$ cat config.mk
export PLATFORM = sky130hd
export DESIGN_NAME = mem_fu_sched
export DESIGN_NICKNAME = d
export VERILOG_FILES = /design/src/rtl/mem_fu_sched.sv
export SDC_FILE = /design/constraint.sdc
export NUM_CORES = 1
export LEC_CHECK = 0
export CORE_AREA = 2 2 135 137
export DETAILED_ROUTE_END_ITERATION = 10
export DIE_AREA = 0 0 137 139
export GPL_ROUTABILITY_DRIVEN = 0
export GPL_TIMING_DRIVEN = 0
export PLACE_DENSITY_LB_ADDON = 0.12
export SLEW_MARGIN = 20
export SYNTH_ARGS = -nofsm -noshare
export SYNTH_HDL_FRONTEND = slang
export SYNTH_SLANG_ARGS = --single-unit
$ cat constraint.sdc
create_clock -name clock -period 1.9 [get_ports clock]
set_clock_uncertainty 0.2 [all_clocks]
set_input_delay 0.285 -clock clock [delete_from_list [all_inputs] [get_ports clock]]
set_output_delay 0.285 -clock clock [all_outputs]
set_load 0.005 [all_outputs]
$ cat src/rtl/mem_fu_sched.sv
// Memory FU issue steering and single-slot CDB completion arbitration.
// Build option: define MEM_SCHED_RR_EN for round-robin completion; fixed priority otherwise.
package mem_fu_pkg;
  typedef struct packed {
    logic        valid;
    logic [31:0] pc;
    logic [3:0]  op;
    logic [5:0]  dest_tag;
    logic [31:0] imm;
  } FUNC_UNIT_PACKET;

  typedef struct packed {
    logic        valid;
    logic [31:0] value;
    logic [5:0]  dest_tag;
  } FUNC_OUTPUT;
endpackage

module mem_fu_sched
  import mem_fu_pkg::*;
#(
  parameter int NUM_FU = 2,
  parameter int CNT_W  = $clog2(NUM_FU + 1)
) (
  input  logic                         clock,
  input  logic                         reset,
  input  logic                         squash,
  input  FUNC_UNIT_PACKET              issue_instr,
  output logic                         issue_stall,
  input  logic [NUM_FU-1:0]            fu_ready,
  input  FUNC_OUTPUT [NUM_FU-1:0]      fu_out,
  output FUNC_UNIT_PACKET [NUM_FU-1:0] fu_instr,
  output logic [NUM_FU-1:0]            fu_sel,
  input  logic                         cdb_ready,
  output FUNC_OUTPUT                   cdb_out,
  output logic [CNT_W-1:0]             busy_cnt
);
  localparam int IDX_W = (NUM_FU > 1) ? $clog2(NUM_FU) : 1;

  logic              issue_found;
  logic [IDX_W-1:0]  issue_idx;
  logic              issue_accept;
  logic [NUM_FU-1:0] cand;
  logic [NUM_FU-1:0] drain_mask;
  logic              grant_found;
  logic [IDX_W-1:0]  grant_idx;
  logic              grant;
  FUNC_OUTPUT        cdb_next;

  // NOTE: every variable written in always_comb gets a default first, so no path can infer a latch.
  always_comb begin
    issue_found = 1'b0;
    issue_idx   = '0;
    for (int i = 0; i < NUM_FU; i++) begin
      if (fu_ready[i] && !issue_found) begin
        issue_found = 1'b1;
        issue_idx   = IDX_W'(i);
      end
    end
  end

  assign issue_accept = !reset && !squash && issue_instr.valid && issue_found;
  assign issue_stall  = !reset && !squash && issue_instr.valid && !issue_found;

  // Every FU sees the issue packet; only the steered target gets valid.
  always_comb begin
    for (int i = 0; i < NUM_FU; i++) begin
      fu_instr[i]       = issue_instr;
      fu_instr[i].valid = issue_accept && (issue_idx == IDX_W'(i));
    end
  end

  always_comb begin
    for (int i = 0; i < NUM_FU; i++) begin
      cand[i]       = fu_out[i].valid && !fu_ready[i];
      drain_mask[i] = fu_out[i].valid;
    end
  end

`ifdef MEM_SCHED_RR_EN
  logic [IDX_W-1:0] rr_ptr;

  always_comb begin
    int j;
    grant_found = 1'b0;
    grant_idx   = '0;
    for (int k = 0; k < NUM_FU; k++) begin
      j = int'(rr_ptr) + k;
      if (j >= NUM_FU) j = j - NUM_FU;
      if (cand[j] && !grant_found) begin
        grant_found = 1'b1;
        grant_idx   = IDX_W'(j);
      end
    end
  end

  always_ff @(posedge clock or posedge reset) begin
    if (reset) begin
      rr_ptr <= '0;
    end else if (grant) begin
      rr_ptr <= (grant_idx == IDX_W'(NUM_FU - 1)) ? '0 : grant_idx + IDX_W'(1);
    end
  end
`else
  always_comb begin
    grant_found = 1'b0;
    grant_idx   = '0;
    for (int i = 0; i < NUM_FU; i++) begin
      if (cand[i] && !grant_found) begin
        grant_found = 1'b1;
        grant_idx   = IDX_W'(i);
      end
    end
  end
`endif

  assign grant = !reset && !squash && cdb_ready && grant_found;

  // Squash acks every FU holding a result so the whole bank drains at once.
  always_comb begin
    fu_sel = '0;
    if (!reset) begin
      if (squash)     fu_sel = drain_mask;
      else if (grant) fu_sel[grant_idx] = 1'b1;
    end
  end

  always_comb begin
    cdb_next = '0;
    if (grant) begin
      cdb_next       = fu_out[grant_idx];
      cdb_next.valid = 1'b1;
    end
  end

  // NOTE: sequential state uses non-blocking assignments so all registers update from pre-edge values.
  always_ff @(posedge clock or posedge reset) begin
    if (reset) begin
      cdb_out  <= '0;
      busy_cnt <= '0;
    end else if (squash) begin
      cdb_out  <= '0;
      busy_cnt <= '0;
    end else begin
      cdb_out  <= cdb_next;
      busy_cnt <= busy_cnt + CNT_W'(issue_accept) - CNT_W'(grant);
    end
  end

  always_ff @(posedge clock) begin
    if (!reset) begin
      assert (busy_cnt == CNT_W'($countones(~fu_ready)));
      assert (busy_cnt <= CNT_W'(NUM_FU));
      assert (!(grant && !issue_accept && busy_cnt == '0));
      assert (!(issue_accept && !grant && busy_cnt == CNT_W'(NUM_FU)));
    end
  end
endmodule

==> impl_metrics.env, run 1 <==
export IMPL_outcome="finished, final reports clean"
export IMPL_cts_sinks=41
export IMPL_clock_latency_ns=0.28
export IMPL_grt_pass1_wl_um=18200
export IMPL_grt_pass1_vias=2986
export IMPL_wl_per_cell_um=16.6
export IMPL_synth_cell_types=21
export IMPL_placed_cell_area_um2=5800
export IMPL_io_pins=353
export IMPL_slew_violations=0
export IMPL_antenna_found_initial=0
export IMPL_cp_data_arrival_time_ns=1.75
export IMPL_cts_buffers=5
export IMPL_crit_path_start="reset"
export IMPL_rows=49
export IMPL_p_leak_nw=2.75
export IMPL_grt_usage=0.128
export IMPL_dieHeight_um=139
export IMPL_drcViolationCount=0
export IMPL_slew_headroom=0.687
export IMPL_cts_root_buf="clkbuf_16"
export IMPL_worst_pin_slew_ns=0.470
export IMPL_synth_seq_cells=41
export IMPL_final_cell_mix="265 x clkdlybuf4s50_1, 151 x buf_4, 41 x dfrtp_1, 38 x a22o_1, 6 x dlygate4sd2_1"
export IMPL_start_kind="input pin"
export IMPL_syn_nets=423
export IMPL_firstDrtPassIters=4
export IMPL_hold_class="input pin to register"
export IMPL_via_count=2684
export IMPL_max_freq_mhz=564
export IMPL_fin_crit_sh=0.933
export IMPL_finalPower_mw=2.64
export IMPL_rsz0062_at_grt="false"
export IMPL_irDropWorstVdd_mv=0.281
export IMPL_grt_max_degree=30
export IMPL_syn_area_per_cell_um2=10.3
export IMPL_globalRouteOverflowTotal=0
export IMPL_critPathCaptureType="register"
export IMPL_synth_yosys_seq_area_share=0.379
export IMPL_critical_path_class="input pin to register"
export IMPL_stdcell_area_um2=5990
export IMPL_crit_required_ns=1.87
export IMPL_fin_ws_ns=0.127
export IMPL_htree_num_levels=2
export IMPL_die_w_um=137
export IMPL_setup_tns_ns=0
export IMPL_pre_cts_ws_ns=-0.693
export IMPL_yosys_area_top_type="buf_4"
export IMPL_cts_buffer_depth=2
export IMPL_syn2layout_area_growth_pct=121
export IMPL_postSynthCellCount=262
export IMPL_yosysWarnings=0
export IMPL_nets=712
export IMPL_cts_tree="yes"
export IMPL_initial_utilization=0.153
export IMPL_antenna_left=0
export IMPL_r2r_start="busy_cnt[0]"
export IMPL_final_common_cell="clkdlybuf4s50_1"
export IMPL_syn_area_um2=2710
export IMPL_drive_gt1_frac=0.319
export IMPL_drv_cap=0
export IMPL_antennaDiodeCount=0
export IMPL_synth_area_leaders="buf_4 42%, dfrtp_1 38%, a22o_1 12%"
export IMPL_synth_top_area_frac=0.416
export IMPL_timing_hold_violations_final=0
export IMPL_crit_path_max_fanout=5
export IMPL_dpl_hpwl_um=11200
export IMPL_finalSetupViolations=0
export IMPL_clk_pin_slew_ns=0.06
export IMPL_period_needed_ns=1.77
export IMPL_io_buffers=278
export IMPL_dr_first_iter_drc_count=51
export IMPL_hp_start="squash"
export IMPL_die_area_um2=19000
export IMPL_core_area_um2=17700
export IMPL_via_per_inst=3.44
export IMPL_wl_um=13000
export IMPL_p_per_area_nw_per_um2=440
-- cell usage after synthesis --
cell      number
a21oi_1        3
nand2b_1       2
nor2b_1        1
nor3b_2        1
ha_1           2
nor3_1         2
dfrtp_1       41
nor2_1         4
a22o_1        38
xnor2_1        1
or3b_4         1
inv_1          4
buf_2          3
clkbuf_1       1
buf_8          2
nor3b_1        2
xor2_1         1
nand2_1        1
o211ai_1       1
a31oi_1        1
buf_4        150
-- per-stage QoR --
stage	util	std cells	hold WS, ns
4_1_cts	0.338	779	0.128
5_1_grt	0.339	780	0.126
3_3_place_gp	0.327	769	0.406
6_report	0.339	780	0.110
3_5_place_dp	0.328	770	0.425
2_1_floorplan	-	262	0.151
-- cell families after synthesis --
kind of cell             synth area share
AND/OR/NAND/NOR                    0.0319
XOR/XNOR                          0.00647
buffers and inverters               0.440
AO/OA/AOI/OAI                       0.134
flip-flops                          0.379
adder cells (fa/ha/maj)           0.00924
-- worst paths after layout --
kind	to	slack, ns	depth (start not counted)
max in group asynchronous	cdb_out[19]	0.64	4
worst max-delay path	busy_cnt[1]	0.13	9
worst min register to register	busy_cnt[0]	0.46	2
min in group asynchronous	cdb_out[11]	0.38	3
worst max register to register	busy_cnt[1]	0.69	4
worst min-delay path	cdb_out[38]	0.11	3
-- area by class of cell --
class	instances	area, um^2
clock buffer	6	139
fill	1809	11700
timing repair buffer	282	2820
buffer	156	1170
tap	229	287
clock inverter	1	7.51
multi-input combinational	61	519
sequential	41	1030
inverter	4	15.0
-- state kept, by name, summed over array words and instances (netlist names) --
name and count:
busy_cnt 2, cdb_out 39
-- critical path, cell delays in order --
cell,delay (ns)
buf_2,0.13
or3b_4,0.40
a21oi_2,0.13
ha_1,0.24
inv_1,0.06
ha_2,0.18
xor2_2,0.15
xnor2_1,0.13
nor2_1,0.06
-- power breakdown --
| part | leakage, nW | internal, mW | switching [mW] |
|---|---|---|---|
| clock | 0.0690 | 0.515 | 0.337 |
| combinational | 2.11 | 0.668 | 0.222 |
| sequential | 0.568 | 0.890 | 0.00610 |
-- layer usage --
layer	routed length (um)	global-route usage
met1	4270	0.124
met2	6960	0.243
met3	1590	0.0618
met4	146	0.0260
met5	0	0
-- repair_timing --
item	CTS	global route
endpoints found under the setup margin	45	22
pin swaps	2	5
cloned	0	0
hold endpoints to repair	12	2
resized for setup	22	10
setup buffers	1	0
hold buffers	1	1
Note: power is estimated with default switching activity, not from simulation.
==> run 2: changes to the inputs <==
--- a/config.mk
+++ b/config.mk
@@ -8,6 +8,7 @@
 export CORE_AREA = 2 2 135 137
 export DETAILED_ROUTE_END_ITERATION = 10
 export DIE_AREA = 0 0 137 139
+export DONT_BUFFER_PORTS = 1
 export GPL_ROUTABILITY_DRIVEN = 0
 export GPL_TIMING_DRIVEN = 0
 export PLACE_DENSITY_LB_ADDON = 0.12
==> constraint.sdc (replaced) <==
create_clock -name clock -period 1.5 [get_ports clock]
set_clock_uncertainty 0.2 [all_clocks]
set_input_delay 0.225 -clock clock [delete_from_list [all_inputs] [get_ports clock]]
set_output_delay 0.225 -clock clock [all_outputs]
set_load 0.005 [all_outputs]
==> impl_metrics.env, run 2 (synthesized netlist as in run 1, its figures left out) <==
export IMPL_cts_tree="yes"
export IMPL_worst_pin_slew_ns=0.825
export IMPL_globalRouteOverflowTotal=0
export IMPL_top_regs="cdb_out x39, busy_cnt x2"
export IMPL_start_kind="input pin"
export IMPL_hold_buffers=80
export IMPL_p_per_area_nw_per_um2=786
export IMPL_period_needed_ns=1.59
export IMPL_hp_start="squash"
export IMPL_largest_reg_flops=39
export IMPL_crit_required_ns=1.48
export IMPL_cts_buffers=5
export IMPL_outcome="finished with violations"
export IMPL_drcViolationCount=0
export IMPL_crit_path_max_fanout=5
export IMPL_wl_um=10800
export IMPL_htree_num_levels=2
export IMPL_reg2reg_slack_ns=0.22
export IMPL_rsz0062_at_grt="true"
export IMPL_final_core_util=0.228
export IMPL_multiInputGateArea_um2=499
export IMPL_via_count=2091
export IMPL_drv_cap=0
export IMPL_regMostFlops="cdb_out"
export IMPL_finalPower_mw=3.17
export IMPL_cts_setup_buffers=0
export IMPL_die_w_um=137
export IMPL_wl_per_cell_um=18.6
export IMPL_io_buffers=0
export IMPL_fill_cells=1915
export IMPL_seqCellArea_um2=1030
export IMPL_grt_pass1_wl_um=13700
export IMPL_dr_first_iter_drc_count=76
export IMPL_timing_hold_violations_final=2
export IMPL_min_path_cells=1
export IMPL_finalSetupViolations=1
export IMPL_r2r_cells=4
export IMPL_fin_crit_sh=1.06
export IMPL_whs_ns=-0.202
export IMPL_syn2layout_area_growth_pct=48.7
export IMPL_crit_path_start="reset"
export IMPL_dpl_hpwl_um=8730
export IMPL_dieHeight_um=139
export IMPL_reg2reg_to="busy_cnt[1]"
export IMPL_die_area_um2=19000
export IMPL_slew_headroom=0.448
export IMPL_final_cell_mix="151 x buf_4, 80 x dlygate4sd3_1, 41 x dfrtp_1, 38 x a22o_1, 5 x clkbuf_16"
export IMPL_clock_latency_ns=0.28
export IMPL_clk_pin_slew_ns=0.06
export IMPL_cts_sinks=41
export IMPL_cp_data_arrival_time_ns=1.57
export IMPL_r2r_start="busy_cnt[0]"
export IMPL_nets=511
export IMPL_rows=49
export IMPL_grt_pass1_vias=2060
export IMPL_drive_gt1_frac=0.487
export IMPL_failed_checks="negative hold slack, negative setup slack"
export IMPL_initial_utilization=0.153
export IMPL_fin_ws_ns=-0.0940
export IMPL_via_per_inst=3.61
export IMPL_firstDrtPassIters=4
export IMPL_p_leak_nw=1.97
export IMPL_critical_path_class="input pin to register"
export IMPL_antenna_left=0
export IMPL_irDropWorstVdd_mv=0.429
export IMPL_slew_violations=0
export IMPL_final_common_cell="buf_4"
export IMPL_grt_usage=0.100
export IMPL_endpoint="busy_cnt[1]"
export IMPL_antennaDiodeCount=0
export IMPL_grt_max_degree=26
export IMPL_cts_buffer_depth=2
export IMPL_cts_root_buf="clkbuf_16"
export IMPL_antenna_found_initial=0
export IMPL_max_freq_mhz=627
export IMPL_core_area_um2=17700
export IMPL_hold_class="input pin to register"
export IMPL_io_pins=353
export IMPL_critPathCaptureType="register"
run 2: changes by cell type in the layout (fill, tap and decap cells not counted), sizes merged:
cell	before	now
dlymetal6s2s	3	0
clkinvlp	1	0
clkdlybuf4s15	1	0
buf	159	155
dlygate4sd2	6	0
clkinv	0	1
clkdlybuf4s50	265	0
clkbuf	8	7
dlygate4sd3	2	80
bufinv	0	2
run 2: what timing repair did:
| action | CTS | global route |
|---|---|---|
| gates cloned | 0 | 0 |
| gates resized for setup | 5 | 2 |
| endpoints found under the hold margin | 57 | 2 |
| pin swaps | 0 | 3 |
| endpoints found under the setup margin | 31 | 28 |
run 2: report_power, final:
group | internal [mW] | switching [mW] | total [mW] | leakage, nW
Sequential | 1.13 | 0.0166 | 1.14 | 0.568
Combinational | 0.420 | 0.198 | 0.618 | 1.30
Clock | 0.951 | 0.452 | 1.40 | 0.0938
Total | 2.50 | 0.667 | 3.17 | 1.97
run 2: worst min path at each step:
stage                       end
finish              busy_cnt[0]
global placement    busy_cnt[0]
floorplan           busy_cnt[0]
detailed placement  busy_cnt[0]
global route        busy_cnt[1]
CTS                 busy_cnt[0]
run 2: routing by layer:
metal  vias up  part of all wire  track usage
met3         6             0.095       0.0318
met5         -                 0            0
li1        895                 -            -
met2       165              0.57        0.197
met4         0            0.0070       0.0201
met1      1025              0.33        0.100
run 2: final cells by class:
class / count / share of cell area
Clock inverter: 3 / 0.0162
Clock buffer: 5 / 0.0311
Sequential cell: 41 / 0.255
Buffer: 156 / 0.295
Multi-Input combinational cell: 61 / 0.124
Inverter: 4 / 0.00373
Tap cell: 229 / 0.0712
Timing Repair Buffer: 81 / 0.204
run 2: critical path, stage by stage:
cell and delay [ns]:
or3b_4 0.41, a21oi_2 0.12, ha_1 0.23, inv_1 0.06
ha_2 0.16, xor2_1 0.18, xnor2_1 0.14, nor2_1 0.06
run 2: through the flow:
step	instance area, um^2	worst slack, ns	TNS [ns]	instances	hold slack [ns]
floorplan	2710	-0.307	-0.458	262	0.0906
global placement	3000	-0.591	-38.38	491	0.0926
detailed placement	3020	-0.456	-14.74	492	-0.0436
CTS	4020	-0.0659	-0.510	580	-0.213
global route	4030	-0.156	-0.758	580	-0.210
finish	4030	-0.0940	-0.0940	580	-0.202
